[src/rtl/cpu_types_pkg.sv]
// Shared types and default sizes for the pipeline skid latch.
package cpu_types_pkg;

    localparam int unsigned SKID_WIDTH_DEF = 32;
    localparam int unsigned SKID_CNT_W_DEF = 16;

    // Entry count doubles as the encoding, so occupancy is the state itself.
    typedef enum logic [1:0] {
        ST_EMPTY = 2'd0,
        ST_ONE   = 2'd1,
        ST_FULL  = 2'd2
    } skid_state_t;

    function automatic logic [1:0] occ_of_state(skid_state_t s);
        return 2'(s);
    endfunction

endpackage

[src/rtl/pipe_skid_latch_if.sv]
// Handshake and status bundle for the pipeline skid latch.
interface pipe_skid_latch_if #(
    parameter int unsigned WIDTH = cpu_types_pkg::SKID_WIDTH_DEF,
    parameter int unsigned CNT_W = cpu_types_pkg::SKID_CNT_W_DEF
);
    logic             en;
    logic             flush;
    logic             in_valid;
    logic             in_ready;
    logic [WIDTH-1:0] in_data;
    logic             out_valid;
    logic             out_ready;
    logic [WIDTH-1:0] out_data;
    logic [1:0]       occupancy;
    logic [CNT_W-1:0] stall_cycles;

    modport sl (
        input  en, flush, in_valid, in_data, out_ready,
        output in_ready, out_valid, out_data, occupancy, stall_cycles
    );

    modport tb (
        output en, flush, in_valid, in_data, out_ready,
        input  in_ready, out_valid, out_data, occupancy, stall_cycles
    );
endinterface

[src/rtl/pipe_skid_latch.sv]
// Two-entry pipeline skid latch: main holds the head, skid absorbs one
// extra word while downstream stalls; saturating stall-cycle counter.
module pipe_skid_latch
    import cpu_types_pkg::*;
#(
    parameter int unsigned WIDTH = SKID_WIDTH_DEF,
    parameter int unsigned CNT_W = SKID_CNT_W_DEF
) (
    input  logic            CLK,
    input  logic            nRST,
    pipe_skid_latch_if.sl   bus
);

    skid_state_t      state, state_nxt;
    logic [WIDTH-1:0] main_q, main_nxt;
    logic [WIDTH-1:0] skid_q, skid_nxt;
    logic [CNT_W-1:0] stall_q, stall_nxt;
    logic             in_ready, out_valid;
    logic             accept, emit;

    // State, storage and counter registers with asynchronous clear.
    always_ff @(posedge CLK or negedge nRST) begin
        if (!nRST) begin
            state   <= ST_EMPTY;
            main_q  <= '0;
            skid_q  <= '0;
            stall_q <= '0;
        end else begin
            state   <= state_nxt;
            main_q  <= main_nxt;
            skid_q  <= skid_nxt;
            stall_q <= stall_nxt;
        end
    end

    // Handshake decode, next-state and data movement; flush overrides all.
    always_comb begin
        state_nxt = state;
        main_nxt  = main_q;
        skid_nxt  = skid_q;
        stall_nxt = stall_q;

        in_ready  = (state != ST_FULL) && bus.en && !bus.flush;
        out_valid = (state != ST_EMPTY) && bus.en;
        accept    = bus.in_valid && in_ready;
        emit      = out_valid && bus.out_ready;

        // Counter ignores flush: it only watches the visible output stall.
        if (out_valid && !bus.out_ready && (stall_q != '1))
            stall_nxt = stall_q + CNT_W'(1);

        if (bus.flush) begin
            state_nxt = ST_EMPTY;
            main_nxt  = '0;
            skid_nxt  = '0;
        end else begin
            unique case (state)
                ST_EMPTY: begin
                    if (accept) begin
                        state_nxt = ST_ONE;
                        main_nxt  = bus.in_data;
                    end
                end
                ST_ONE: begin
                    if (accept && !emit) begin
                        state_nxt = ST_FULL;
                        skid_nxt  = bus.in_data;
                    end else if (emit && !accept) begin
                        state_nxt = ST_EMPTY;
                    end else if (accept && emit) begin
                        main_nxt  = bus.in_data;
                    end
                end
                ST_FULL: begin
                    if (emit) begin
                        state_nxt = ST_ONE;
                        main_nxt  = skid_q;
                    end
                end
                default: state_nxt = ST_EMPTY;
            endcase
        end
    end

    assign bus.in_ready     = in_ready;
    assign bus.out_valid    = out_valid;
    assign bus.out_data     = main_q;
    assign bus.occupancy    = occ_of_state(state);
    assign bus.stall_cycles = stall_q;

endmodule

[src/flat_wrapper.sv]
// flat-port wrapper written by rule: the top's interface ports become plain ports
module pipe_skid_latch_flat import cpu_types_pkg::*;
#(
    parameter int unsigned WIDTH = SKID_WIDTH_DEF,
    parameter int unsigned CNT_W = SKID_CNT_W_DEF
)
  (CLK, nRST, bus_en, bus_flush, bus_in_valid, bus_in_data, bus_out_ready, bus_in_ready, bus_out_valid, bus_out_data, bus_occupancy, bus_stall_cycles);
  pipe_skid_latch_if #(.WIDTH(WIDTH), .CNT_W(CNT_W)) bus_i ();
  input  logic CLK;
  input  logic nRST;
  input wire logic [$bits(bus_i.en)-1:0] bus_en;
  input wire logic [$bits(bus_i.flush)-1:0] bus_flush;
  input wire logic [$bits(bus_i.in_valid)-1:0] bus_in_valid;
  input wire logic [$bits(bus_i.in_data)-1:0] bus_in_data;
  input wire logic [$bits(bus_i.out_ready)-1:0] bus_out_ready;
  output wire logic [$bits(bus_i.in_ready)-1:0] bus_in_ready;
  output wire logic [$bits(bus_i.out_valid)-1:0] bus_out_valid;
  output wire logic [$bits(bus_i.out_data)-1:0] bus_out_data;
  output wire logic [$bits(bus_i.occupancy)-1:0] bus_occupancy;
  output wire logic [$bits(bus_i.stall_cycles)-1:0] bus_stall_cycles;
  assign bus_i.en = bus_en;
  assign bus_i.flush = bus_flush;
  assign bus_i.in_valid = bus_in_valid;
  assign bus_i.in_data = bus_in_data;
  assign bus_i.out_ready = bus_out_ready;
  assign bus_in_ready = bus_i.in_ready;
  assign bus_out_valid = bus_i.out_valid;
  assign bus_out_data = bus_i.out_data;
  assign bus_occupancy = bus_i.occupancy;
  assign bus_stall_cycles = bus_i.stall_cycles;
  pipe_skid_latch #(.WIDTH(WIDTH), .CNT_W(CNT_W)) u_core (.CLK(CLK), .nRST(nRST), .bus(bus_i));
endmodule
[config.mk]
export PLATFORM = sky130hd
export DESIGN_NAME = pipe_skid_latch_flat
export DESIGN_NICKNAME = d
export VERILOG_FILES = /design/src/rtl/cpu_types_pkg.sv /design/src/rtl/pipe_skid_latch_if.sv /design/src/rtl/pipe_skid_latch.sv /design/src/flat_wrapper.sv
export SDC_FILE = /design/constraint.sdc
export NUM_CORES = 1
export LEC_CHECK = 0
export BUFFER_PORTS_ARGS = -buffer_cell sky130_fd_sc_hd__buf_4
export CAP_MARGIN = 20
export CORE_UTILIZATION = 54
export DETAILED_ROUTE_END_ITERATION = 16
export HOLD_SLACK_MARGIN = 0.05
export PLACE_DENSITY = 0.8
export SLEW_MARGIN = 20
export SYNTH_ARGS = -nofsm -noshare
export SYNTH_HDL_FRONTEND = slang
export SYNTH_SLANG_ARGS = --single-unit
[constraint.sdc]
create_clock -name CLK -period 3 [get_ports CLK]
set_input_delay 0.6 -clock CLK [delete_from_list [all_inputs] [get_ports CLK]]
set_output_delay 0.6 -clock CLK [all_outputs]
set_load 0.05 [all_outputs]
==> impl_results.md, run 1 <==
- Ant. Diodes: 0
- Hold-fix buffers at CTS: 0
- Status: finished clean
- Clk_lat worst skew: about 0.37 ns
- Final setup skew: roughly 0.0086 ns
- Hold crit path type: in -> async
- Setup_tns: 0 ns
- Hold Vio Cnt, Final: 0
- Die Y: around 90 um
- Cells after synthesis: roughly 320
- Leak Pwr: about 2.5 nW
- Total wire length: roughly 8400 um
- Crit. End Element: flip-flop
- Hpwl dp: roughly 5500 um
- Max-Cap Viols: 0
- Vias per cell: between 5 and 6
- DRC errors left: 0
- Crit path launch: u_core.bus.occupancy[0]$_DFFE_PN0P_
- RSZ-0062 raised after global routing: false
- Period Utilization, post-route: 84.9%
- Final setup violation count: 0
- YS warnings: 0
- Layout area overhead: 25.2%
- CTS sink cnt: 82
- Fill cells: ~560
- Yosys reg bits: 82
- Nets@finish: 450
- Iter 0 DRT Violations: approximately 120
- Vias in the first global route: 2,874
- Register area share after synthesis: a little over 50%
- CP endpoint: u_core.bus.out_data[1]$_DFFE_PN0P_
- Reg2Reg Launch Point: u_core.bus.occupancy[0]$_DFFE_PN0P_
- Max FO, Critical Path: 34
- PwrDens: between 600 and 700 nW/um^2
- DRT Pass-1 Iters: 4
- Fmax: 392 MHz
- Max-slew violations: 0
- Die ar.: between 7000 and 8000 sq um
- First-pass GRT wire length: 13,500 um
- Syn avg cell area: approximately 13 sq um
- Initial antenna violation count: 0
- PortBufs: between 80 and 90
- Slew headroom: 36.6%
- Hold Slack: around 0.34 ns
- Req. time, crit path: 3.25 ns
- Share of layout cells above drive strength 1: between 30 and 40%
- Clk root buf: clkbuf_8
- Post-synthesis net count: 361
- WS Path Type: reg -> reg
- GRT Total Usage: 22.9%
- RePlAce Congestion: about 0.8
- Rows: 31
- R2R Setup Slk: 0.45 ns
- Clock Tree Buf Depth: 2
- Clock-pin transition on the worst setup and hold timing paths: 0.09 ns
- Post-CTS Setup Bufs: 0
- Total core area: 7210 sq um
- Slew at the pin with the worst max-slew slack: around 0.95 ns
- Die width: roughly 88 um
- Num CTS Buffers: 9
- Initial core utilization: 55.4%
- CTS tree: yes
- Post-synthesis cell type count: 43
- Synthesized area: ~4000 sq um
- Global route overflow: 0
- Reg2reg end: u_core.bus.out_data[1]$_DFFE_PN0P_
- VDD IR max: a little under 0.5 mV
- I/O Pins: 90
- Worst EP arrival: between 2 and 3 ns
- Post-route ant nets: 0
- R2r worst-path depth: 7
- Critical path launch point type: flip-flop
- Pin count of the biggest net entering global routing: 72
- Vias post-DR: around 2.8k
- Routed len/inst: between 15 and 20 um
- Post-layout min period: 2.55 ns
- H-tree levels: 3
- Resized cells post-CTS: 0
## where the power goes
part / leakage, nW / switching [mW] / internal (mW)
Sequential: 1.09 / 0.108 / 1.24
Combinational: 1.28 / 0.744 / 0.454
Clock: 0.106 / 0.430 / 0.476
Total: 2.48 / 1.28 / 2.17
## metal layers
metal	track usage, %	share of wire, %
met1	30.4	46
met2	36.7	47
met3	5.00	4.9
met4	9.24	1.8
met5	0	0
## registers in the layout, summed over array words and instances (netlist names)
name / flops
u_core.bus.occupancy: 2
u_core.bus.out_data: 32
u_core.bus.stall_cycles: 16
u_core.skid_q: 32
## cell usage after synthesis (all sizes together)
cell / n / area share, %
a211oi: 1 / 0.19
a21boi: 3 / 0.56
a21oi: 4 / 0.50
a22o: 32 / 7.0
a31oi: 1 / 0.16
and2: 1 / 0.16
and2b: 1 / 0.22
and3: 2 / 0.31
and4: 2 / 0.44
buf: 7 / 1.3
clkbuf: 11 / 1.3
dfrtp: 82 / 51
ha: 8 / 2.5
inv: 7 / 0.66
mux2: 33 / 12
mux2i: 32 / 8.0
nand2: 8 / 0.75
nand2b: 1 / 0.16
nand3: 2 / 0.25
nand3b: 1 / 0.19
nand4: 4 / 1.0
nor2: 38 / 3.6
nor2b: 1 / 0.16
nor3: 5 / 0.75
nor3b: 4 / 0.88
nor4: 2 / 0.47
nor4b: 3 / 0.66
o2111ai: 1 / 0.22
o211ai: 1 / 0.31
o21ai: 2 / 0.25
o311ai: 1 / 0.66
or2: 1 / 0.16
xnor2: 2 / 0.44
xor2: 11 / 2.4
## per-stage QoR
step	power [mW]	utilization [%]	instance area, sq um	setup slack (ns)	instances
after floorplan	2.20	-	4020	0.0314	315
after global placement	2.55	66.3	4780	0.441	492
after detailed placement	2.57	66.3	4780	0.394	492
after CTS	3.48	69.4	5010	0.438	508
after global routing	3.59	69.4	5010	0.361	508
final	3.45	69.4	5010	0.452	508
## worst min-delay path by stage
stage	start	endpoint	slack (ns)	cells after the start
floorplan	nRST	u_core.bus.occupancy[0]$_DFFE_PN0P_	0.30	0
global placement	u_core.skid_q[17]$_DFFE_PN0P_	u_core.skid_q[17]$_DFFE_PN0P_	0.49	1
detailed placement	u_core.skid_q[29]$_DFFE_PN0P_	u_core.skid_q[29]$_DFFE_PN0P_	0.49	1
CTS	nRST	u_core.skid_q[19]$_DFFE_PN0P_	0.38	1
global route	nRST	u_core.skid_q[19]$_DFFE_PN0P_	0.41	1
finish	nRST	u_core.bus.out_data[14]$_DFFE_PN0P_	0.34	1
## worst max-delay path, stage by stage (launching register included)
cell and delay, ns:
dfrtp_2 0.46, inv_2 0.08, ha_2 0.20, buf_4 0.50
o211ai_2 0.23, o311ai_4 0.31, buf_12 0.30, mux2_2 0.35
## cells in the final DEF (no fill, tap or decap), drive strengths merged, types with 2 or more instances in the layout
cell,instances
buf,96
dfrtp,82
nor2,38
mux2,33
a22o,32
mux2i,32
xor2,11
clkbuf,9
inv,9
nand2,8
ha,8
nor3,5
nand4,4
a21oi,4
nor3b,4
nor4b,3
a21boi,3
and4,2
and3,2
xnor2,2
nand3,2
bufinv,2
clkinvlp,2
o21ai,2
nor4,2
## final cells by class
class                   instances  area [sq um]  share of cell area [%]
flip-flops and latches         82          2050                    41.0
multi-input cells             208          1850                    36.8
repair buffers                 96           733                    14.6
clock buffers                   9           124                    2.47
well taps                      99           124                    2.47
clock inverters                 7           101                    2.02
inverters                       7          26.3                   0.525
## cell families (layout without fill, tap and decap cells)
| family | Yosys count | after routing | share of synthesized area, % |
|---|---|---|---|
| AO/OA/AOI/OAI | 46 | 46 | 9.85 |
| XOR/XNOR | 13 | 13 | 2.85 |
| adder cells (fa/ha/maj) | 8 | 8 | 2.50 |
| buffers and inverters | 25 | 119 | 3.28 |
| flip-flops | 82 | 82 | 51.3 |
| multiplexers | 65 | 65 | 20.1 |
| AND/OR/NAND/NOR | 76 | 76 | 10.1 |
No activity file was read; power rests on OpenSTA's default activity.
==> inputs of run 2 (changes only) <==
Clock period 3 ns to 2.48 ns, I/O delays scaled along.
==> run 2 against run 1 <==
  * Flip-flop and latch count unchanged
  * Maximum frequency up 9.8%
  * Clock-buffer cell count up 2
  * Total power up 18%
  * Hold slack worse by 0.25 ns
  * Cell area up 0.12%
  * Worst setup slack worse by 0.29 ns
  * Routed wire length down 2.0%
  * First-iteration DRC count down 2.4%
  * Utilization up 0.087 points
  * Sequential power up 21%
  * Non-clock buffer count up 2
  * Critical endpoint is now u_core.bus.out_data[29]$_DFFE_PN0P_
  * Largest power group unchanged
==> impl_results.md, run 2 (synthesis results as in run 1) <==
- Status: finished clean (unchanged)
- Design Area, Final: 5010 sq um (about the same)
- Global route overflow: 0 (unchanged)
- Switching Share: 36.9% (was 37.1%)
- CTS sink cnt: 82 (unchanged)
- Most common cell after layout, fill and taps aside: buf_4 (unchanged)
- Initial core utilization: 55.4% (unchanged)
- CTS tree: yes (unchanged)
- RSZ-0062 raised after global routing: false (unchanged)
- Die ar.: 7760 sq um (unchanged)
- Vias per cell: 5.45 (was 5.51)
- Req. time, crit path: 2.71 ns (was 3.25 ns)
- Post-route ant nets: 0 (unchanged)
- Die width: 88.1 um (unchanged)
- Leak Pwr: 2.49 nW (was 2.48 nW)
- Fill cells: 576 (was 555)
- I/O Pins: 90 (unchanged)
- RePlAce Congestion: 0.782 (was 0.813)
- Critical path launch point type: flip-flop (unchanged)
- Clock-pin transition on the worst setup and hold timing paths: 0.08 ns (was 0.09 ns)
- Hold-fix buffers at CTS: 0 (unchanged)
- First-pass GRT wire length: 13,300 um (was 13,500 um)
- Max FO, Critical Path: 34 (unchanged)
- Ant. Diodes: 0 (unchanged)
- Routed len/inst: 16.2 um (was 16.6 um)
- Sw Pwr: 1.51 mW (was 1.28 mW)
- Clock Tree Buf Depth: 2 (unchanged)
- Int Pwr: 2.57 mW (was 2.17 mW)
- Initial antenna violation count: 0 (unchanged)
- Slew headroom: 41.0% (was 36.6%)
- Pin count of the biggest net entering global routing: 38 (was 72)
- Nets@finish: 452 (was 450)
- Hold crit path type: in -> async (unchanged)
- Post-layout min period: 2.32 ns (was 2.55 ns)
- Hold Slack: 0.0943 ns (was 0.340 ns)
- PwrDens: 814 nW/um^2 (was 689 nW/um^2)
- Vias post-DR: 2,778 (was 2,798)
- PortBufs: 89 (unchanged)
- Final core occ: 69.5% (was 69.4%)
- DRT Pass-1 Iters: 6 (was 4)
- Resized cells post-CTS: 0 (unchanged)
- Share of layout cells above drive strength 1: 39.2% (was 38.9%)
- Period Utilization, post-route: 93.6% (was 84.9%)
- H-tree levels: 3 (unchanged)
- Setup_tns: 0 ns (unchanged)
- Vias in the first global route: 2,812 (was 2,874)
- Slew at the pin with the worst max-slew slack: 0.884 ns (was 0.950 ns)
- Reg power frac: 40.1% (was 39.1%)
- Crit. End Element: flip-flop (unchanged)
- Fmax: 431 MHz (was 392 MHz)
- Total wire length: 8270 um (was 8430 um)
- Die Y: 88.1 um (unchanged)
- GRT Total Usage: 22.7% (was 22.9%)
- WS Path Type: reg -> reg (unchanged)
- Max-slew violations: 0 (unchanged)
- Clk_lat worst skew: 0.35 ns (was 0.37 ns)
- Final setup violation count: 0 (unchanged)
- Worst EP arrival: 2.55 ns (was 2.80 ns)
- Final setup skew: 0.0113 ns (was 0.00862 ns)
- DP Area: 4810 sq um (was 4780 sq um)
- Commonest non-fill, non-tap cells in the layout: buf_4, dfrtp_1, nor2_1 (unchanged)
- Total core area: 7210 sq um (unchanged)
- Post-CTS Setup Bufs: 0 (unchanged)
- Num CTS Buffers: 9 (unchanged)
- DRC errors left: 0 (unchanged)
- Layout area overhead: 25.4% (was 25.2%)
- Max-Cap Viols: 0 (unchanged)
- Hpwl dp: 5520 um (was 5470 um)
- VDD IR max: 0.641 mV (was 0.493 mV)
- Iter 0 DRT Violations: 121 (was 124)
- Clock share of power: 24.3% (was 26.2%)
- Logic gate share of total power: 35.7% (was 34.7%)
- Clk root buf: clkbuf_8 (unchanged)
- Rows: 31 (unchanged)
- Hold Vio Cnt, Final: 0 (unchanged)
-- run 2: changes by cell type in the layout (fill, tap and decap cells not counted) --
cell,change
clkinv_2,+3
clkbuf_8,+2
inv_6,-2
buf_12,+1
buf_4,+1
bufinv_16,-1
clkinv_4,-1
clkinvlp_4,-1
-- run 2: critical path, cell delays in order (launching register included) --
cell,delay (ns)
dfrtp_2,0.44
inv_2,0.07
ha_2,0.21
buf_4,0.50
o211ai_2,0.23
o311ai_4,0.15
buf_4,0.28
mux2_4,0.32
-- run 2: path summary, 6_finish.rpt --
| kind | to | slack, ns | from | cells after the start |
|---|---|---|---|---|
| min reg2reg | u_core.bus.stall_cycles[15]$_DFFE_PN0P_ | 0.51 | u_core.bus.stall_cycles[15]$_DFFE_PN0P_ | 1 |
| min in group CLK | u_core.skid_q[5]$_DFFE_PN0P_ | 0.36 | bus_in_data[5] | 2 |
| max in group asynchronous | u_core.bus.out_data[3]$_DFFE_PN0P_ | 1.79 | nRST | 2 |
| max reg2reg | u_core.bus.out_data[29]$_DFFE_PN0P_ | 0.16 | u_core.bus.occupancy[0]$_DFFE_PN0P_ | 7 |
| max | u_core.bus.out_data[29]$_DFFE_PN0P_ | 0.16 | u_core.bus.occupancy[0]$_DFFE_PN0P_ | 7 |
| min | u_core.bus.out_data[14]$_DFFE_PN0P_ | 0.09 | nRST | 1 |
-- run 2: final cells by class --
class / count / area [sq um] / share of cell area (%)
Clock inverter: 5 / 52.6 / 1.05
Clock buffer: 11 / 151 / 3.02
Tap cell: 99 / 124 / 2.47
Multi-Input combinational cell: 208 / 1850 / 36.8
Timing Repair Buffer: 98 / 761 / 15.2
Sequential cell: 82 / 2050 / 41.0
Inverter: 7 / 26.3 / 0.524
-- run 2: metal layers --
metal / track usage, % / share of wire [%]
met5: 0 / 0
met4: 8.65 / 1.2
met2: 35.2 / 48
met1: 30.9 / 46
met3: 5.84 / 4.5
-- run 2: through the flow --
stage	instances	setup WS (ns)	power (mW)
after floorplan	315	-0.454	2.67
after global placement	494	0.198	3.09
after detailed placement	494	0.142	3.12
after CTS	510	0.107	4.11
after global routing	510	0.00871	4.25
final	510	0.159	4.08
-- run 2: power groups by stage --
stage | clock network [mW] | registers, mW | logic (mW)
CTS | 1.01 | 1.64 | 1.47
global placement | 0 | 1.65 | 1.44
finish | 0.990 | 1.63 | 1.46
global route | 1.06 | 1.65 | 1.53
floorplan | 0 | 2.18 | 0.492
detailed placement | 0 | 1.66 | 1.46
